--- src/rtl/muldiv_pkg.sv ---
// Shared definitions for the iterative multiply/divide unit: op encodings,
// FSM state type and small op-decode helpers.
package muldiv_pkg;

    localparam logic [1:0] OP_MULT  = 2'b00;
    localparam logic [1:0] OP_MULTU = 2'b01;
    localparam logic [1:0] OP_DIV   = 2'b10;
    localparam logic [1:0] OP_DIVU  = 2'b11;

    typedef enum logic [1:0] {
        ST_IDLE,
        ST_CALC,
        ST_FIX
    } state_t;

    // MULT and DIV operate on two's-complement operands
    function automatic logic is_signed_op(input logic [1:0] op);
        return (op == OP_MULT) || (op == OP_DIV);
    endfunction

    function automatic logic is_div_op(input logic [1:0] op);
        return (op == OP_DIV) || (op == OP_DIVU);
    endfunction

endpackage

--- src/rtl/muldiv_step.sv ---
// One iteration of the shared datapath: a shift-add multiply step or a
// restoring-divide step on the {hi_in, lo_in} accumulator pair.
module muldiv_step
    import muldiv_pkg::*;
#(
    parameter int unsigned WIDTH = 32
) (
    input  logic             div_sel,
    input  logic [WIDTH:0]   hi_in,
    input  logic [WIDTH-1:0] lo_in,
    input  logic [WIDTH-1:0] operand,
    output logic [WIDTH:0]   hi_out,
    output logic [WIDTH-1:0] lo_out
);

    logic [WIDTH:0]   sum;
    logic [WIDTH+1:0] shifted;
    logic [WIDTH+1:0] diff;
    logic             neg;

    always_comb begin
        sum     = lo_in[0] ? (hi_in + {1'b0, operand}) : hi_in;
        shifted = {hi_in, lo_in[WIDTH-1]};
        diff    = shifted - {2'b00, operand};
        neg     = diff[WIDTH+1];
        hi_out  = '0;
        lo_out  = '0;
        if (div_sel) begin
            // restore on borrow; quotient bit enters from the bottom of lo
            hi_out = neg ? shifted[WIDTH:0] : diff[WIDTH:0];
            lo_out = {lo_in[WIDTH-2:0], ~neg};
        end else begin
            hi_out = {1'b0, sum[WIDTH:1]};
            lo_out = {sum[0], lo_in[WIDTH-1:1]};
        end
    end

endmodule

--- src/rtl/muldiv_unit.sv ---
// Iterative MULT/MULTU/DIV/DIVU unit owning the architectural HI/LO registers,
// WIDTH+1 cycles per operation, with MTHI/MTLO writes accepted while idle.
module muldiv_unit
    import muldiv_pkg::*;
#(
    parameter int unsigned WIDTH = 32
) (
    input  logic             clk,
    input  logic             rst,
    input  logic             start,
    input  logic [1:0]       op,
    input  logic [WIDTH-1:0] a,
    input  logic [WIDTH-1:0] b,
    input  logic             hi_we,
    input  logic             lo_we,
    input  logic [WIDTH-1:0] wdata,
    output logic             busy,
    output logic             done,
    output logic             div_zero,
    output logic [WIDTH-1:0] hi,
    output logic [WIDTH-1:0] lo
);

    localparam int unsigned CNT_W = $clog2(WIDTH) + 1;
    localparam int unsigned PROD_W = 2 * WIDTH;
    localparam logic [CNT_W-1:0] LAST_ITER = CNT_W'(WIDTH - 1);

    state_t             state_q, state_d;
    logic               busy_q, busy_d;
    logic               done_q, done_d;
    logic               dz_q, dz_d;
    logic [WIDTH-1:0]   hi_q, hi_d;
    logic [WIDTH-1:0]   lo_q, lo_d;
    logic [1:0]         op_q, op_d;
    logic [WIDTH-1:0]   mag_a_q, mag_a_d;
    logic [WIDTH-1:0]   mag_b_q, mag_b_d;
    logic               q_neg_q, q_neg_d;
    logic               r_neg_q, r_neg_d;
    logic [CNT_W-1:0]   cnt_q, cnt_d;
    logic [WIDTH:0]     acc_hi_q, acc_hi_d;
    logic [WIDTH-1:0]   acc_lo_q, acc_lo_d;

    logic               sgn_in;
    logic [WIDTH-1:0]   a_mag;
    logic [WIDTH-1:0]   b_mag;
    logic [WIDTH:0]     step_hi;
    logic [WIDTH-1:0]   step_lo;
    logic [PROD_W-1:0]  prod;
    logic [PROD_W-1:0]  prod_fix;
    logic [WIDTH-1:0]   quo_fix;
    logic [WIDTH-1:0]   rem_fix;
    logic [WIDTH-1:0]   a_orig;

    // operand magnitudes; |most-negative| fits as an unsigned WIDTH-bit value
    assign sgn_in = is_signed_op(op);
    assign a_mag  = (sgn_in && a[WIDTH-1]) ? (WIDTH'(0) - a) : a;
    assign b_mag  = (sgn_in && b[WIDTH-1]) ? (WIDTH'(0) - b) : b;

    muldiv_step #(
        .WIDTH (WIDTH)
    ) u_step (
        .div_sel (is_div_op(op_q)),
        .hi_in   (acc_hi_q),
        .lo_in   (acc_lo_q),
        .operand (is_div_op(op_q) ? mag_b_q : mag_a_q),
        .hi_out  (step_hi),
        .lo_out  (step_lo)
    );

    // sign-corrected results, consumed only in ST_FIX
    assign prod     = {acc_hi_q[WIDTH-1:0], acc_lo_q};
    assign prod_fix = q_neg_q ? (PROD_W'(0) - prod) : prod;
    assign quo_fix  = q_neg_q ? (WIDTH'(0) - acc_lo_q) : acc_lo_q;
    assign rem_fix  = r_neg_q ? (WIDTH'(0) - acc_hi_q[WIDTH-1:0]) : acc_hi_q[WIDTH-1:0];
    assign a_orig   = r_neg_q ? (WIDTH'(0) - mag_a_q) : mag_a_q;

    always_comb begin
        state_d  = state_q;
        busy_d   = busy_q;
        done_d   = 1'b0;
        dz_d     = dz_q;
        hi_d     = hi_q;
        lo_d     = lo_q;
        op_d     = op_q;
        mag_a_d  = mag_a_q;
        mag_b_d  = mag_b_q;
        q_neg_d  = q_neg_q;
        r_neg_d  = r_neg_q;
        cnt_d    = cnt_q;
        acc_hi_d = acc_hi_q;
        acc_lo_d = acc_lo_q;

        case (state_q)
            ST_IDLE: begin
                if (start) begin
                    // start takes priority over a same-cycle MTHI/MTLO
                    state_d  = ST_CALC;
                    busy_d   = 1'b1;
                    op_d     = op;
                    mag_a_d  = a_mag;
                    mag_b_d  = b_mag;
                    q_neg_d  = sgn_in && (a[WIDTH-1] ^ b[WIDTH-1]);
                    r_neg_d  = sgn_in && a[WIDTH-1];
                    cnt_d    = '0;
                    acc_hi_d = '0;
                    acc_lo_d = is_div_op(op) ? a_mag : b_mag;
                end else begin
                    if (hi_we) begin
                        hi_d = wdata;
                    end
                    if (lo_we) begin
                        lo_d = wdata;
                    end
                end
            end
            ST_CALC: begin
                acc_hi_d = step_hi;
                acc_lo_d = step_lo;
                cnt_d    = cnt_q + CNT_W'(1);
                if (cnt_q == LAST_ITER) begin
                    state_d = ST_FIX;
                end
            end
            ST_FIX: begin
                state_d = ST_IDLE;
                busy_d  = 1'b0;
                done_d  = 1'b1;
                if (is_div_op(op_q)) begin
                    if (mag_b_q == '0) begin
                        lo_d = '1;
                        hi_d = a_orig;
                        dz_d = 1'b1;
                    end else begin
                        lo_d = quo_fix;
                        hi_d = rem_fix;
                        dz_d = 1'b0;
                    end
                end else begin
                    hi_d = prod_fix[PROD_W-1:WIDTH];
                    lo_d = prod_fix[WIDTH-1:0];
                end
            end
            default: begin
                state_d = ST_IDLE;
                busy_d  = 1'b0;
            end
        endcase
    end

    always_ff @(posedge clk) begin
        if (rst) begin
            state_q  <= ST_IDLE;
            busy_q   <= 1'b0;
            done_q   <= 1'b0;
            dz_q     <= 1'b0;
            hi_q     <= '0;
            lo_q     <= '0;
            op_q     <= '0;
            mag_a_q  <= '0;
            mag_b_q  <= '0;
            q_neg_q  <= 1'b0;
            r_neg_q  <= 1'b0;
            cnt_q    <= '0;
            acc_hi_q <= '0;
            acc_lo_q <= '0;
        end else begin
            state_q  <= state_d;
            busy_q   <= busy_d;
            done_q   <= done_d;
            dz_q     <= dz_d;
            hi_q     <= hi_d;
            lo_q     <= lo_d;
            op_q     <= op_d;
            mag_a_q  <= mag_a_d;
            mag_b_q  <= mag_b_d;
            q_neg_q  <= q_neg_d;
            r_neg_q  <= r_neg_d;
            cnt_q    <= cnt_d;
            acc_hi_q <= acc_hi_d;
            acc_lo_q <= acc_lo_d;
        end
    end

    assign busy     = busy_q;
    assign done     = done_q;
    assign div_zero = dz_q;
    assign hi       = hi_q;
    assign lo       = lo_q;

endmodule

--- config.mk ---
export PLATFORM = sky130hd
export DESIGN_NAME = muldiv_unit
export DESIGN_NICKNAME = d
export VERILOG_FILES = /design/src/rtl/muldiv_pkg.sv /design/src/rtl/muldiv_step.sv /design/src/rtl/muldiv_unit.sv
export SDC_FILE = /design/constraint.sdc
export NUM_CORES = 1
export LEC_CHECK = 0
export BUFFER_PORTS_ARGS = -buffer_cell sky130_fd_sc_hd__buf_2
export CAP_MARGIN = 20
export CORE_ASPECT_RATIO = 0.8
export CORE_MARGIN = 1
export CORE_UTILIZATION = 50
export CTS_BUF_LIST = sky130_fd_sc_hd__clkbuf_8
export CTS_CLUSTER_DIAMETER = 50
export DETAILED_ROUTE_END_ITERATION = 16
export PLACE_DENSITY = 0.75
export SLEW_MARGIN = 20
export SYNTH_ARGS = -nofsm -noshare
export SYNTH_HDL_FRONTEND = slang
export SYNTH_SLANG_ARGS = --single-unit
--- constraint.sdc ---
create_clock -name clk -period 4.03 [get_ports clk]
set_clock_uncertainty 0.05 [all_clocks]
set_input_delay 0.2015 -clock clk [delete_from_list [all_inputs] [get_ports clk]]
set_output_delay 0.2015 -clock clk [all_outputs]
set_load 0.01 [all_outputs]
# Word-level counts from Yosys, hierarchy flattened
# Cells that the tools add are included.
# word_totals
reg_bits	208
output_inout_bits	67
wordCells	91
# classes
add_sub_neg	9
n_eq_ne	12
muxes	35
n_bitwise	3
n_reduce_logical	18
# op_table
cell	count
$mux W32	17
$pmux W32 S2	3
$sub A1 B32 Y32 const A	5
$mux W33	4
$pmux W33 S2	1
$mux W64	1
$sub A1 B64 Y64 const A	1
$sub A34 B32 Y34	1
$add A33 B32 Y33	1
$logic_not A32 Y1	1
$pmux W6 S2	1
$eq A2 B2 Y1 const B	5
$ne A2 B2 Y1 const B	5
$reduce_and A2 Y1	5
$add A6 B1 Y6 const B	1
$eq A6 B5 Y1 const B	1
$mux W6	1
$reduce_and A3 Y1	2
$logic_not A2 Y1	2
$mux W2	2
$pmux W2 S2	1
$reduce_bool A2 Y1	2
$logic_and A1 B1 Y1	3
$logic_or A1 B1 Y1	3
5 further kinds	8

# Logic depth before layout (Yosys ltp)
# Gate-level depths: netlist (run 1).
# depth
depth_word	7
ltp_mapped	18
mapped_depth_nobuf	14

# Hierarchy
# Synthesis (run 1) repeated with hierarchy kept, for this count alone.
# hier_totals
cells_unflattened	2382
area_unflattened_um2	17893.4
# modules_own_cells
mod	instances	cells_per_inst	area_per_inst_um2	seq_area_each_um2
muldiv_unit	1	1647	12936.2	4144.0
muldiv_step	1	735	4957.3	0.0

# Least setup slack after synthesis (run 1)
# Ideal clock, no wire load.
# synth_timing
kind	register to register
from	register op_q[1]
to	register acc_hi_q[13]
setup_time_ns	0.122
arrival_ns	4.218
required_ns	3.858
path_slack_ns	-0.360
stages_incl_launch_ff	18
path_buffers	4
period_less_slack_ns	4.390
path_cell_list	dfxtp_1 > clkbuf_1 > buf_1 > clkbuf_1 > nand2_1 > o21ai_0 > inv_1 > ha_1 > nor2b_1 > o31ai_1 > a21oi_1 > o31ai_1 > o21ai_1 > a31oi_1 > xor2_1 > buf_2 > o21ai_0 > a221o_1
# synth_between
elab_chain_len	7
elab_cells_between_ends	10
# synth_lines
item	line_no	rtl
start: declaration	muldiv_unit.sv:34	logic [1:0] op_q, op_d;
start signal: assignment	muldiv_unit.sv:173	op_q <= op_d;
$eq A2 B2 Y1	muldiv_pkg.sv:22	return (op == OP_DIV) || (op == OP_DIVU);
$logic_or A1 B1 Y1 (*)	muldiv_pkg.sv:22	
$mux W32	muldiv_unit.sv:65	.operand (is_div_op(op_q) ? mag_b_q : mag_a_q),
$sub A34 B32 Y34 / $add A33 B32 Y33 (equally long branches)	muldiv_step.sv:24, muldiv_step.sv:22	
$mux W33 (on tied branches)	muldiv_step.sv:30, muldiv_step.sv:22	
$mux W33 (*)	muldiv_step.sv:28	if (div_sel) begin
$pmux W33 S2 (*)	muldiv_unit.sv:93	case (state_q)
end signal: assignment	muldiv_unit.sv:179	acc_hi_q <= acc_hi_d;
end: declaration	muldiv_unit.sv:40	logic [WIDTH:0] acc_hi_q, acc_hi_d;
# Every way passes the cells marked *; elsewhere a longest branch is shown, timed or not.
# A chain may end at the register's enable or synchronous reset.

# Worst setup path after layout (run 1)
# layout_timing
from	register op_q[1]
to	register acc_hi_q[27]
# The elaborated chain is that of the path after synthesis.

==> summary.txt, run 1 <==
Global routing
  • Vias in the first global route: 17500
  • Gr usage total: 36.7%
  • Antenna violations before repair: 2
  • Largest net degree at the start of global routing: 125
  • First-pass GRT wire length: 102 mm
  • GR Overflow Total: 0

Power
  • Peak supply drop: 0.192 mV
  • Leakage power: 0.00823 uW
  • P per Cell Area: 366 mW/mm2

Floorplanning
  • Placement Rows: 60
  • Die footprint: 0.0357 mm2
  • Chip Width: 211 um
  • Initial core utilization: 51.3%
  • Core ar.: 0.0340 mm2
  • Die height: 169 um
  • Ports: 170

Clocking
  • Root Driver: clkbuf_8
  • Clk buf depth: 3
  • CTS tree: done
  • Clk slew on worst S/H paths: 0.06 ns
  • Skew-Pair Late Insertion Delay: 0.61 ns
  • H-Tree Depth: 2
  • Inserted Clock Buffers: 39
  • Clock sink total: 207

Placed design
  • Gp weighted congestion: 1.01
  • DP Area: 0.0189 mm2
  • Buffers added on ports: 169
  • Dpl hpwl: 50.4 mm

Drt
  • Remaining antenna violation count after routing: 0
  • Final WL: 67.0 mm
  • DRT Pass-1 Iters: 8
  • DR vias: 19400
  • Avg Vias per Cell: 6.45
  • WL/cell: 22.2 um
  • Post-route DRC violation count: 0
  • Initial DRC count: 2657

Synth
  • Syn_nets: 2535
  • Synth area leaders: dfxtp_1 (24%), xnor2_1 (7.1%), nand2_1 (5.7%)
  • Post-synth EDFFs: 0
  • Dominant cell type by area after synthesis: dfxtp_1
  • Unique masters post-synth: 81
  • Register area share after synthesis: 23.7%
  • Yosys reg bits: 207
  • Post-synthesis cell count: 2360
  • Mean post-synth cell area: 7.39 um2
  • Commonest cells post-synth: nand2_1 (263), nor2_1 (263), dfxtp_1 (207)
  • Post-synth top area share: 23.7%
  • Primary FF master, synth: dfxtp_1
  • Fraction of registers with async set/reset: 0%
  • Synth warn: 0
  • Cell Area, Synth: 0.0175 mm2

Timing
  • RSZ-0062 raised after global routing: false
  • Relative slew slack: 36.5%
  • Slew at the pin with the worst max-slew slack: 0.949 ns
  • Crit path time final: 3.90 ns
  • Setup_tns: 0 ns
  • Fmax: 257 MHz
  • Final Max Slew Viols: 0
  • Final Cycle Share: 96.7%
  • Final hold violation count: 0
  • Endpoints failing setup: 0

Flow run
  • Maxcap violations: 0

Critical path
  • CP Max Fanout: 14
  • Worst R2R Path Depth: 13
  • CP required: 4.47 ns
  • CP Data Arrival Time: 4.33 ns
  • CP Launch Point: op_q[1]
  • Worst Setup Start Kind: flip-flop
  • Reg2reg start: op_q[1]
  • R2R Setup Slk: 0.13 ns
  • WS Path Type: reg2reg
  • CP endpoint kind: flip-flop
  • Worst flop-to-flop path endpoint: acc_hi_q[27]
  • Crit path to: acc_hi_q[27]

Min path
  • Worst Hold Class: in2reg
  • Worst Hold Depth: 3

Finish
  • Area grow syn2layout: 16.9%
  • Diodes inserted: 0
  • Design Area, Final: 0.0204 mm2
  • Fraction of layout cells with a size suffix above 1: 15.8%
  • Final #Nets: 2692

Status
  • Outcome: finished clean
-- cells in the final DEF, fill, tap and decap left out, drive strengths merged, types with 22 or more instances in the layout --
cell         netlist  final
mux2i             40     40
a31oi             24     24
o21ai            135    135
nand2            263    263
nor3              60     60
inv               59     65
and2              22     22
buf               28    249
nor4              25     25
a21o              34     34
mux2              45     45
a311oi            56     56
nand2b            23     23
a211oi           113    113
ha                70     70
clkbuf           158     49
nand3             44     44
xnor2            141    141
xor2              82     82
nor2b             25     25
dfxtp            207    207
a21oi            149    149
o211ai            40     40
o31ai             38     38
or3               26     26
dlygate4sd3        0     53
nor2             263    263
-- registers in the layout (all words and copies together) (netlist names) --
signal and cells:
acc_hi_q 33, acc_lo_q 32, hi 32, lo 32
mag_a_q 32, mag_b_q 32, cnt_q 6, state_q 2
busy 1, div_zero 1, done 1, op_q 1
q_neg_q 1, r_neg_q 1
-- power breakdown --
group | switching [uW] | internal (uW)
clock | 1040 | 1560
sequential | 227 | 2200
combinational | 1480 | 948
-- stage by stage --
stage	cells	hold slack (ns)	utilization, %	setup slack (ns)	total power (uW)
global placement	2887	0.409	55.5	0.180	4720
CTS	3011	0.00149	59.9	0.0994	7360
detailed placement	2887	0.418	55.5	0.0972	4760
global route	3012	0.0174	60.0	0.00307	7740
finish	3012	0.0135	60.0	0.133	7470
floorplan	2360	0.287	-	0.0122	3970
-- critical path: stages (launching register included) --
cell	delay (ns)
dfxtp_4	0.42
buf_4	0.21
o21ai_0	0.33
ha_1	0.31
fa_1	0.28
a21oi_1	0.12
o21ai_0	0.30
nand4b_1	0.21
and3_1	0.27
o31a_1	0.41
o21ba_2	0.24
xnor2_1	0.16
o221ai_1	0.21
a221oi_1	0.29
-- how the worst min path moves through the flow --
stage	startpoint	endpoint	slack (ns)
2_1_floorplan	b[0]	mag_b_q[0]	0.29
3_3_place_gp	div_zero	div_zero	0.41
3_5_place_dp	div_zero	div_zero	0.42
4_1_cts	b[8]	mag_b_q[8]	0.001
5_1_grt	a[22]	mag_a_q[22]	0.02
6_report	b[8]	mag_b_q[8]	0.01
-- per-layer routing --
layer | track usage [%] | share of wire (%) | routed length (um) | up-vias
li1 | - | - | - | 8894
met1 | 52.1 | 43 | 28800 | 9116
met2 | 53.6 | 41 | 27600 | 1238
met3 | 8.18 | 12 | 8150 | 170
met4 | 13.7 | 3.6 | 2430 | 4
met5 | 0 | 0.036 | 24 | -
-- cells by family (layout without fill, tap and decap cells) --
logic type | count (synthesis) | in the layout | share of synthesized area (%)
and+or+nand+nor | 831 | 831 | 22.1
AOI/OAI and AO/OA | 694 | 694 | 26.9
buffers and inverters | 247 | 434 | 5.45
xor gates and xnor gates | 223 | 223 | 11.2
DFF | 207 | 207 | 23.7
muxes | 86 | 86 | 5.35
adders and majority gates | 72 | 72 | 5.25
-- final cells by class --
type	count	area, um2
sequential	207	4150
clock buffer	49	674
tap	465	582
fill	3087	13600
clock inverter	22	297
inverter	61	229
timing repair buffer	302	2050
multi-input combinational	1906	12400
-- timing repair --
| action | in CTS | in global routing |
|---|---|---|
| gates resized for setup | 0 | 4 |
| setup buffers | 0 | 1 |
| endpoints found under the setup margin | 0 | 11 |
| hold buffers | 53 | 0 |
| hold endpoints to repair | 74 | 0 |
No activity file was read; power rests on OpenSTA's default activity.
==> run 2, diff against run 1 <==
--- a/config.mk
+++ b/config.mk
@@ -13,7 +13,7 @@
 export CTS_BUF_LIST = sky130_fd_sc_hd__clkbuf_8
 export CTS_CLUSTER_DIAMETER = 50
 export DETAILED_ROUTE_END_ITERATION = 16
-export PLACE_DENSITY = 0.75
+export PLACE_DENSITY = 0.72
 export SLEW_MARGIN = 20
 export SYNTH_ARGS = -nofsm -noshare
 export SYNTH_HDL_FRONTEND = slang
==> run 2 against run 1 <==
Design area fell by 0.23%. Die area did not move. Cell count rose by 0.23%. Critical path type unchanged. Critical endpoint is now hi[26]. Largest power group is now combinational logic. Highest routed layer is now met4.
==> summary.txt, run 2 (synthesis gave the netlist of run 1 again) <==
Status
  • Outcome: finished clean

Power
  • Leakage power: 0.00820 uW
  • P per Cell Area: 348 mW/mm2
  • Peak supply drop: 0.298 mV

Finish
  • Area grow syn2layout: 16.6%
  • Fill count: 3159
  • Final Util: 59.8%
  • Commonest non-fill, non-tap cells in the layout: nand2_1 (263), nor2_1 (259), dfxtp_1 (204)
  • Final #Nets: 2703
  • Max reg flops: 33
  • FF+latch area: 0.00415 mm2
  • Commonest non-fill, non-tap cell in the layout: nand2_1
  • Area taken by multi-input logic gates: 0.0125 mm2
  • Fraction of layout cells with a size suffix above 1: 15.8%
  • Reg with most FFs: acc_hi_q

Global routing
  • First-pass GRT wire length: 104 mm
  • Gr usage total: 37.1%
  • GR Overflow Total: 0
  • Antenna violations before repair: 1
  • GRT busiest layer: met2
  • Global-route met1 utilization: 53.2%
  • Largest net degree at the start of global routing: 125
  • Vias in the first global route: 17800
  • Met2 Track Usage GR: 54.4%
  • Grt met3 use: 7.70%

Timing
  • Final Max Slew Viols: 0
  • Final hold violation count: 0
  • Endpoints failing setup: 0
  • Setup_tns: 0 ns
  • Final Cycle Share: 96.7%
  • RSZ-0062 raised after global routing: false
  • Slew at the pin with the worst max-slew slack: 0.980 ns
  • Crit path time final: 3.90 ns
  • Fmax: 257 MHz
  • Relative slew slack: 34.5%
  • Final Hold Slack: 0.0108 ns

Critical path
  • Most frequent CP cell: or4b_1
  • Worst Setup Start Kind: flip-flop
  • Reg2reg start: acc_hi_q[9]
  • Critical-path cell list: or4_4 > or4b_1 > or2_1 > or4b_1 > nor3_2 > nand2_1 > o41ai_2 > xor2_1 > a2111oi_1
  • Worst R2R Path Depth: 9
  • CP Depth: 9
  • Worst flop-to-flop path endpoint: hi[26]
  • R2R Setup Slk: 0.13 ns
  • Slowest-stage cell, CP: or4_4
  • CP Max Fanout: 10
  • WS Path Type: reg2reg
  • Top delay family on crit path: simple AND/OR/NAND/NOR gates
  • CP required: 4.43 ns
  • Crit path buffers/inverters: 0
  • CP endpoint kind: flip-flop
  • CP Launch Point: acc_hi_q[9]
  • CP Data Arrival Time: 4.30 ns
  • Max incr delay on CP: 0.64 ns

Placed design
  • Gp weighted congestion: 1.03
  • Buffers added on ports: 169
  • Dpl hpwl: 50.9 mm

Min path
  • Hold Crit Start: b[7]
  • Worst Hold Depth: 3
  • Worst Hold Class: in2reg
  • Worst Hold Path EP: mag_b_q[7]

Drt
  • Initial DRC count: 2817
  • Remaining antenna violation count after routing: 0
  • DR vias: 19500
  • WL/cell: 22.4 um
  • Avg Vias per Cell: 6.44
  • Final WL: 67.8 mm
  • Post-route DRC violation count: 0
  • DRT Pass-1 Iters: 6

Clocking
  • CTS tree: done
  • Clk slew on worst S/H paths: 0.07 ns
  • Root Driver: clkbuf_8
  • Clk buf depth: 3
  • Clock sink total: 207
  • Inserted Clock Buffers: 38
  • H-Tree Depth: 2
  • Skew-Pair Late Insertion Delay: 0.58 ns

Floorplanning
  • Die height: 169 um
  • Core ar.: 0.0340 mm2
  • Chip Width: 211 um
  • Initial core utilization: 51.3%
  • Die footprint: 0.0357 mm2
  • Placement Rows: 60
  • Ports: 170

Flow run
  • Maxcap violations: 0
[run 2: power by group]
| part | switching [uW] | total (uW) | internal, uW |
|---|---|---|---|
| logic | 1500 | 2460 | 957 |
| registers | 220 | 2420 | 2200 |
| clock network | 1000 | 2200 | 1200 |
[run 2: how the worst max path moves through the flow]
stage	to	slack [ns]
floorplan	acc_hi_q[13]	0.01
global placement	hi[19]	0.15
detailed placement	acc_hi_q[28]	0.05
CTS	acc_hi_q[13]	0.01
global route	acc_hi_q[13]	0.007
finish	hi[26]	0.13
[run 2: area by class of cell]
type                    count  share of cell area, %
flip-flops and latches    207                   20.4
diodes                      1                 0.0123
multi-input cells        1906                   61.2
clock buffers              44                   2.98
inverters                  61                   1.13
clock inverters            21                  0.947
well taps                 465                   2.86
repair buffers            314                   10.5
[run 2: routing by layer]
metal	vias up	wire, um
met2	1154	27900
met5	-	0
met3	162	7630
met4	0	2570
met1	9229	29700
li1	8911	-
[run 2: through the flow]
stage               worst slack (ns)  cell area (um2)  std cells  power, uW
floorplan                     0.0122            17500       2360       3970
global placement               0.147            18900       2891       4740
detailed placement            0.0507            18900       2891       4770
CTS                           0.0108            20300       3017       6990
global route                 0.00729            20300       3018       7390
finish                         0.134            20300       3019       7080
[run 2: repair_timing]
action                                  4_1_cts  5_1_grt
setup buffers                                 0        1
endpoints found under the hold margin        83        0
hold buffers                                 61        0
endpoints found under the setup margin        0       36
resized for setup                             0       11
[run 2: tightest hold or removal path, delay by kind of cell]
family | cells | cell delay, ns
buffers and inverters | 1 | 0.13
AO/OA/AOI/OAI | 1 | 0.08
XOR/XNOR | 1 | 0.17
